## src/rtl/simon_pkg.sv

```systemverilog
// Shared types and tick-rate constants for the Simon game blocks.
package simon_pkg;

  typedef logic [1:0] lamp_t;

  typedef enum logic [1:0] {
    IDLE = 2'd0,
    ON   = 2'd1,
    OFF  = 2'd2,
    FIN  = 2'd3
  } seq_state_t;

  // Game logic runs on a 10 kHz tick derived from the board clock by clk_div.
  localparam int unsigned SYS_CLK_HZ = 10_000_000;
  localparam int unsigned TICK_HZ    = 10_000;
  localparam int unsigned TICK_DIV   = SYS_CLK_HZ / TICK_HZ;

  function automatic int max_int(input int a, input int b);
    return (a > b) ? a : b;
  endfunction

endpackage

```

## src/rtl/simon_sequencer_tick_timer.sv

```systemverilog
// Loadable down-counter; EXPIRED marks the last cycle of a loaded interval.
module tick_timer #(
  parameter int W = 4
) (
  input  logic         CLK,
  input  logic         RST_N,
  input  logic         LOAD,
  input  logic [W-1:0] VAL,
  output logic         EXPIRED
);

  logic [W-1:0] cnt;

  always_ff @(posedge CLK or negedge RST_N) begin
    if (!RST_N) begin
      cnt <= '0;
    end else if (LOAD) begin
      cnt <= VAL;
    end else if (cnt != '0) begin
      cnt <= cnt - W'(1);
    end
  end

  // A load of N therefore spans exactly N cycles before EXPIRED is seen.
  assign EXPIRED = (cnt == W'(1));

endmodule

```

## src/rtl/simon_sequencer.sv

```systemverilog
// Simon pattern store and lamp playback sequencer with fixed on/off timing.
module simon_sequencer
  import simon_pkg::*;
#(
  parameter int DEPTH     = 32,
  parameter int ON_TICKS  = 5000,
  parameter int OFF_TICKS = 2500
) (
  input  logic                       CLK,
  input  logic                       RST_N,
  input  logic                       CLR,
  input  logic                       APPEND,
  input  logic [1:0]                 RAND,
  input  logic                       PLAY,
  input  logic [$clog2(DEPTH)-1:0]   EXP_IDX,
  output logic [1:0]                 EXP_STEP,
  output logic [$clog2(DEPTH+1)-1:0] LEN,
  output logic                       FULL,
  output logic [1:0]                 OUT,
  output logic                       OUT_ENA,
  output logic                       BUSY,
  output logic                       DONE,
  output logic [1:0]                 DBG_STATE
);

  localparam int IW = $clog2(DEPTH);
  localparam int LW = $clog2(DEPTH + 1);
  localparam int TW = $clog2(max_int(ON_TICKS, OFF_TICKS) + 1);

  // Commands are single-cycle pulses with no ready: APPEND/PLAY take effect
  // only when sampled in IDLE (APPEND also needs !FULL), otherwise dropped.
  seq_state_t    state, state_nxt;
  logic [IW-1:0] idx, idx_nxt, rd_addr;
  logic [LW-1:0] len;
  lamp_t         out_q, out_nxt;
  lamp_t         mem [DEPTH];
  logic          ena_q, busy_q, done_q;
  logic          append_ok, full, last_step;
  logic          tmr_load, tmr_expired;
  logic [TW-1:0] tmr_val;

  assign full      = (len == LW'(DEPTH));
  assign append_ok = APPEND && !CLR && (state == IDLE) && !full;
  assign last_step = ((LW'(idx) + LW'(1)) == len);
  assign rd_addr   = (state == IDLE) ? '0 : idx + IW'(1);

  tick_timer #(.W(TW)) u_timer (
    .CLK     (CLK),
    .RST_N   (RST_N),
    .LOAD    (tmr_load),
    .VAL     (tmr_val),
    .EXPIRED (tmr_expired)
  );

  always_comb begin
    state_nxt = state;
    idx_nxt   = idx;
    out_nxt   = out_q;
    tmr_load  = 1'b0;
    tmr_val   = '0;
    case (state)
      IDLE: begin
        if (PLAY) begin
          if (len != '0 || append_ok) begin
            state_nxt = ON;
            idx_nxt   = '0;
            tmr_load  = 1'b1;
            tmr_val   = TW'(ON_TICKS);
            // An append in the same cycle lands in slot 0 when empty.
            out_nxt   = (len == '0) ? RAND : mem[rd_addr];
          end else begin
            state_nxt = FIN;
          end
        end
      end
      ON: begin
        if (tmr_expired) begin
          state_nxt = OFF;
          tmr_load  = 1'b1;
          tmr_val   = TW'(OFF_TICKS);
        end
      end
      OFF: begin
        if (tmr_expired) begin
          if (last_step) begin
            state_nxt = FIN;
          end else begin
            state_nxt = ON;
            idx_nxt   = idx + IW'(1);
            tmr_load  = 1'b1;
            tmr_val   = TW'(ON_TICKS);
            out_nxt   = mem[rd_addr];
          end
        end
      end
      FIN: begin
        state_nxt = IDLE;
      end
      default: begin
        state_nxt = IDLE;
      end
    endcase
    if (CLR) begin
      state_nxt = IDLE;
    end
  end

  always_ff @(posedge CLK or negedge RST_N) begin
    if (!RST_N) begin
      state  <= IDLE;
      idx    <= '0;
      out_q  <= '0;
      ena_q  <= 1'b0;
      busy_q <= 1'b0;
      done_q <= 1'b0;
      len    <= '0;
    end else begin
      state  <= state_nxt;
      idx    <= idx_nxt;
      out_q  <= out_nxt;
      ena_q  <= (state_nxt == ON);
      busy_q <= (state_nxt == ON) || (state_nxt == OFF);
      done_q <= (state_nxt == FIN);
      if (CLR) begin
        len <= '0;
      end else if (append_ok) begin
        len <= len + LW'(1);
      end
    end
  end

  // Pattern storage is deliberately not reset; LEN defines what is valid.
  always_ff @(posedge CLK) begin
    if (append_ok) begin
      mem[len[IW-1:0]] <= RAND;
    end
  end

  assign EXP_STEP  = mem[EXP_IDX];
  assign LEN       = len;
  assign FULL      = full;
  assign OUT       = out_q;
  assign OUT_ENA   = ena_q;
  assign BUSY      = busy_q;
  assign DONE      = done_q;
  assign DBG_STATE = state;

endmodule

```

## config.mk

```make
export PLATFORM = sky130hd
export DESIGN_NAME = simon_sequencer
export DESIGN_NICKNAME = d
export VERILOG_FILES = /design/src/rtl/simon_pkg.sv /design/src/rtl/simon_sequencer_tick_timer.sv /design/src/rtl/simon_sequencer.sv
export SDC_FILE = /design/constraint.sdc
export NUM_CORES = 1
export LEC_CHECK = 0
export BUFFER_PORTS_ARGS = -buffer_cell sky130_fd_sc_hd__clkbuf_2
export CAP_MARGIN = 10
export CELL_PAD_IN_SITES_DETAIL_PLACEMENT = 0
export CELL_PAD_IN_SITES_GLOBAL_PLACEMENT = 1
export CORE_MARGIN = 2
export CORE_UTILIZATION = 25
export DETAILED_ROUTE_END_ITERATION = 8
export PLACE_DENSITY = 0.55
export SLEW_MARGIN = 20
export SYNTH_ARGS = -nofsm -noshare
export SYNTH_HDL_FRONTEND = slang
export SYNTH_HIERARCHICAL = 1
export SYNTH_SLANG_ARGS = --single-unit
```

## constraint.sdc

```tcl
create_clock -name CLK -period 3.2 [get_ports CLK]
set_clock_uncertainty 0.2 [all_clocks]
set_input_delay 0.32 -clock CLK [delete_from_list [all_inputs] [get_ports CLK]]
set_output_delay 0.32 -clock CLK [all_outputs]
set_load 0.05 [all_outputs]
```

* Word level (Yosys, flattened, before mapping)
Memory sizes are Yosys's and may differ from the RTL's. Index checks and enable logic that the tools add are counted. Widths: inputs -> output; s select.
Word-level totals: input bits 12, word-level logic and storage cells 78, memory bits (read-only) 0, output and inout bits 16, memories kept 1, bits in writable memories 64, register bits 31, latch bits 0
Cells by class: shifts and indexed selects 0, add/subtract/negate cells 4, order comparisons 0, eq/ne operators 13, mux-type cells 37, bitwise gates (word level) 0, reductions and logical operators 15, div/mod/pow operators 0, $mul 0
Memory list:
- mem | words 32, width 2, rd ports 2, clocked after Yosys merged registers in 0, wr ports 1, RTL line simon_sequencer.sv:36 | lamp_t mem [DEPTH];
Operator list (number):
- $mux 13 | 6
- $pmux 13 s3 | 1
- $mux 5 | 5
- $mux 2 | 11
- $eq 13x1->1 const B | 1
- $reduce_bool 13->1 | 1
- $sub 13x1->13 const B | 1
- $mux 12 | 1
- $mux 6 | 2
- $pmux 5 s2 | 1
- $eq 2x2->1 const B | 4
- $pmux 2 s4 | 1
- $mux 1 | 7
- $add 5x1->6 const B | 1
- $add 6x1->6 const B | 1
- $eq 6x6->1 | 1
- $eq 6x6->1 const B | 1
- $logic_not 6->1 | 1
- $ne 2x2->1 const B | 3
- $reduce_bool 2->1 | 3
- $reduce_bool 6->1 | 1
- $add 5x1->5 const B | 1
- $reduce_and 5->1 | 1
- $eq 2x1->1 const B | 2
- other kinds (7) | 11

* Depth between registers and ports, before layout
depth after elaboration 11, mapped depth 15, mapped depth without buffers 11

* Hierarchy
Netlist, hierarchy kept.
Modules (own cells, without submodules):
- simon_sequencer | cells an instance 360, times used 1, area an instance 4551.9 sq um
- tick_timer | cells an instance 94, times used 1, area an instance 852.1 sq um

* Least setup slack after synthesis
No wires, ideal clock.
kind register to register, start point register idx[0], end point register u_timer.cnt[6], data required time 2.864 ns, stages on the path, launching flop included 15, slack -0.397 ns, path buffers 3, arrival time 3.261 ns, path through dfrtp_1 -> ha_1 -> buf_6 -> xor3_1 -> nor3_2 -> o2111ai_2 -> nand3_2 -> and2_1 -> buf_6 -> o21ai_0 -> or4b_1 -> or4_4 -> buf_6 -> a21oi_1 -> a311oi_1
Between the ends: word-level cells in the longest chain between the ends 6, elaborated cells between the ends (all ways) 7, those cells by class add/sub (1); eq/ne (1); mux (4); reduce/logical (1)
RTL lines:
- from (decl) | RTL line simon_sequencer.sv:33 | logic [IW-1:0] idx, idx_nxt, rd_addr;
- from (signal assigned) | RTL line simon_sequencer.sv:119 | idx <= idx_nxt;
- $add 5x1->6 * | RTL line simon_sequencer.sv:44 | assign last_step = ((LW'(idx) + LW'(1)) == len);
- $eq 6x6->1 * | RTL line simon_sequencer.sv:44
- $mux 1 * | RTL line simon_sequencer.sv:85 | if (last_step) begin
- $mux 1 * | RTL line simon_sequencer.sv:84 | if (tmr_expired) begin
- $pmux 1 s3 * | RTL line simon_sequencer.sv:61 | case (state)
- net tmr_load | RTL line simon_sequencer.sv:39 | logic tmr_load, tmr_expired;
- $mux 13 or $reduce_bool 2->1 (tied branches)
- to (signal assigned) | RTL line simon_sequencer_tick_timer.sv:20 | cnt <= cnt - W'(1);
- to (decl) | RTL line simon_sequencer_tick_timer.sv:12 | logic [W-1:0] cnt;
The timed path passes the listed nets; every way through them passes the cells marked *. A chain may end at the register's enable or synchronous reset.

* Worst setup path in the final report
Same ends and word-level chain as after synthesis.

==> summary.txt <==
Synthesis
  – Ranking of synthesized cells by area: edfxtp_1, dfrtp_1, mux4_2
  – Cells after synthesis: 454
  – Yosys warnings: 6
  – Sequential-to-total area share from yosys stat: 0.4992
  – Synth Register Bits: 95
  – Post-synth EDFFs: 64
  – Post-synthesis instance area: 0.005404 sq mm
  – Main synth FF type: edfxtp_1
  – Avg Cell Area, Syn: 11.90 sq um
  – Share of the synthesized area in the top cell type: 0.3556
  – Synth area leader: edfxtp_1
  – Synth cell types: 71
  – Asr flop ratio synth: 0.3263

Final layout
  – Final #Nets: 523
  – Most frequent cells in the layout: nor2_1, edfxtp_1, buf_4
  – Final design utilization: 0.3009
  – Most common cell after layout, fill and taps aside: nor2_1
  – Fillers: 2169
  – Area grow syn2layout: 17.41%
  – Layout cells sized above 1: 0.2648
  – Ant. Diodes: 0

Clock tree
  – Clock Latency Late Sink: 0.35 ns
  – Clock slew at reported path FFs: 0.07 ns
  – CTS Buf Count: 9
  – Clock Tree Root: clkbuf_16
  – Clock buffer depth: 2
  – H-tree depth: 3
  – CTS sink cnt: 95
  – CTS tree: yes

STA
  – Final-report hold violation count: 0
  – Final Max Slew Viols: 0
  – Slew @ Worst Pin: 0.8346 ns
  – Fmax: 314.5 MHz
  – Min Tclk post-route: 3.180 ns
  – Normalized max-slew margin: 0.4436
  – Tcrit/Tclk final: 0.9936
  – Worst hold slack: 0.06478 ns
  – Final setup viols: 0
  – RSZ-0062 raised after global routing: yes

Drt
  – Pre-antenna DRT Iters: 4
  – Antenna Nets Post-Route: 0
  – WL/cell: 18.30 um
  – Post-route DRC: 0
  – Initial DRC count: 208
  – Via density per instance: 4.773
  – Routed wire length: 14.29 mm
  – DR vias: 3728

Die
  – Initial Util: 0.2563
  – Row count: 53
  – Width of the die: 151.0 um
  – Die ar.: 0.02281 sq mm
  – DIE HEIGHT: 151.0 um
  – Io pins: 28
  – Core area: 0.02109 sq mm

Place
  – IO buf count: 27
  – GP Congestion: 0.7763
  – Post-DP HPWL: 10.16 mm

Worst setup path
  – CP Capture Type: flip-flop
  – Worst r2r src: idx[0]$_DFFE_PN0P_
  – R2r setup slk: 0.02 ns
  – Crit-path max FO: 6
  – Required time worst endpoint: 3.22 ns
  – Crit path DAT: 3.20 ns
  – Crit Path Class: reg2reg
  – Crit path to: u_timer/cnt[6]$_DFFE_PN0P_
  – Crit path launch: idx[0]$_DFFE_PN0P_
  – Reg2reg end: u_timer/cnt[6]$_DFFE_PN0P_
  – Worst Reg-to-Reg Cells: 11
  – Startpoint class of the critical path: flip-flop

Global routing
  – Overflow after GRT: 0
  – Total GRT Usage: 0.1319
  – Initial antenna violation count: 0
  – First-pass GRT wire length: 22.30 mm
  – Pin count of the biggest net entering global routing: 38
  – Vias in the first global route: 3988

Job
  – Max_cap viols: 0

Pwr
  – Worst VDD drop: 0.1848 mV
  – Leak pwr: 0.002236 uW
  – Pwr dens: 512.0 mW/mm^2
  – Design Power: 3249 uW

Hold path
  – Hold path cells: 2
  – Worst Hold Class: in2reg

Run status
  – Status: finished, final reports clean
[layout make-up]
type                            instances  area [sq um]  share of cell area
Clock buffer                            9         225.2             0.03550
Clock inverter                          7         63.81             0.01006
Inverter                               12         48.80            0.007691
Multi-Input combinational cell        322          2544              0.4009
Sequential cell                        95          2701              0.4258
Tap cell                              275         344.1             0.05423
Timing Repair Buffer                   61         417.9             0.06586
[where the power goes]
| part | switching [uW] | internal, uW | total [uW] |
|---|---|---|---|
| Combinational | 372 | 274 | 646 |
| Sequential | 126 | 1410 | 1530 |
| Clock | 521 | 547 | 1070 |
[per-layer routing]
layer,vias to the layer above,track usage,share of wire
li1,1789,-,-
met1,1859,0.1603,0.42
met2,65,0.2355,0.53
met3,15,0.02410,0.037
met4,0,0.04393,0.018
met5,-,0,0
[cells by family after synthesis]
kind of cell,synth area share
simple gates,0.1512
fa+ha+maj,0.02315
buf+inv,0.04121
flops,0.4992
other cells,0.0006939
xor+xnor,0.04839
mux,0.1371
compound gates,0.09910
[synthesized netlist by cell type, types with 7 or more instances]
cell	number
a21oi_1	23
buf_2	12
clkbuf_1	7
dfrtp_1	31
edfxtp_1	64
ha_1	10
inv_1	12
mux2i_1	11
mux4_2	26
nand2_1	22
nand3_1	10
nor2_1	66
nor3_1	13
o21ai_0	21
xnor2_1	13
xor2_1	7
[worst min-delay path by stage]
stage | from | end | slack, ns
6_report | CLR | LEN[3]$_DFFE_PN0P_ | 0.06
5_1_grt | CLR | LEN[0]$_DFFE_PN0P_ | 0.07
4_1_cts | CLR | LEN[0]$_DFFE_PN0P_ | 0.06
3_5_place_dp | RST_N | LEN[5]$_DFFE_PN0P_ | 0.26
3_3_place_gp | RST_N | LEN[1]$_DFFE_PN0P_ | 0.26
2_1_floorplan | RST_N | BUSY$_DFF_PN0_ | -0.18
[critical path, cell delays in order (launching register included)]
cell	delay, ns
dfrtp_1	0.41
ha_4	0.25
xor2_1	0.16
nor3_2	0.20
o2111ai_2	0.16
nand3_2	0.10
and2_4	0.16
o21ai_4	0.05
or4b_4	0.53
or4_4	0.57
a21oi_1	0.18
a311oi_1	0.07
[through the flow]
| step | instance area, sq um | TNS, ns | setup slack, ns | std cells |
|---|---|---|---|---|
| 2_1_floorplan | 5445 | -1.097 | -0.1508 | 458 |
| 3_3_place_gp | 5963 | 0 | 0.08299 | 756 |
| 3_5_place_dp | 5963 | 0 | 0.02390 | 756 |
| 4_1_cts | 6262 | 0 | 0.01262 | 773 |
| 5_1_grt | 6345 | -0.2559 | -0.08205 | 781 |
| 6_report | 6345 | 0 | 0.02043 | 781 |
[what timing repair did]
| action | CTS | global route |
|---|---|---|
| setup buffers | 0 | 7 |
| gates resized for setup | 0 | 5 |
| endpoints found under the setup margin | 0 | 13 |
| hold buffers | 1 | 0 |
| hold endpoints to repair | 31 | 0 |
[registers in the layout (all words and copies together) (netlist names)]
signal	count
DBG_STATE	2
OUT_ENA	1
LEN	6
mem	64
idx	5
BUSY	1
u_timer/cnt	13
DONE	1
OUT	2
(Power assumes the default switching activity.)
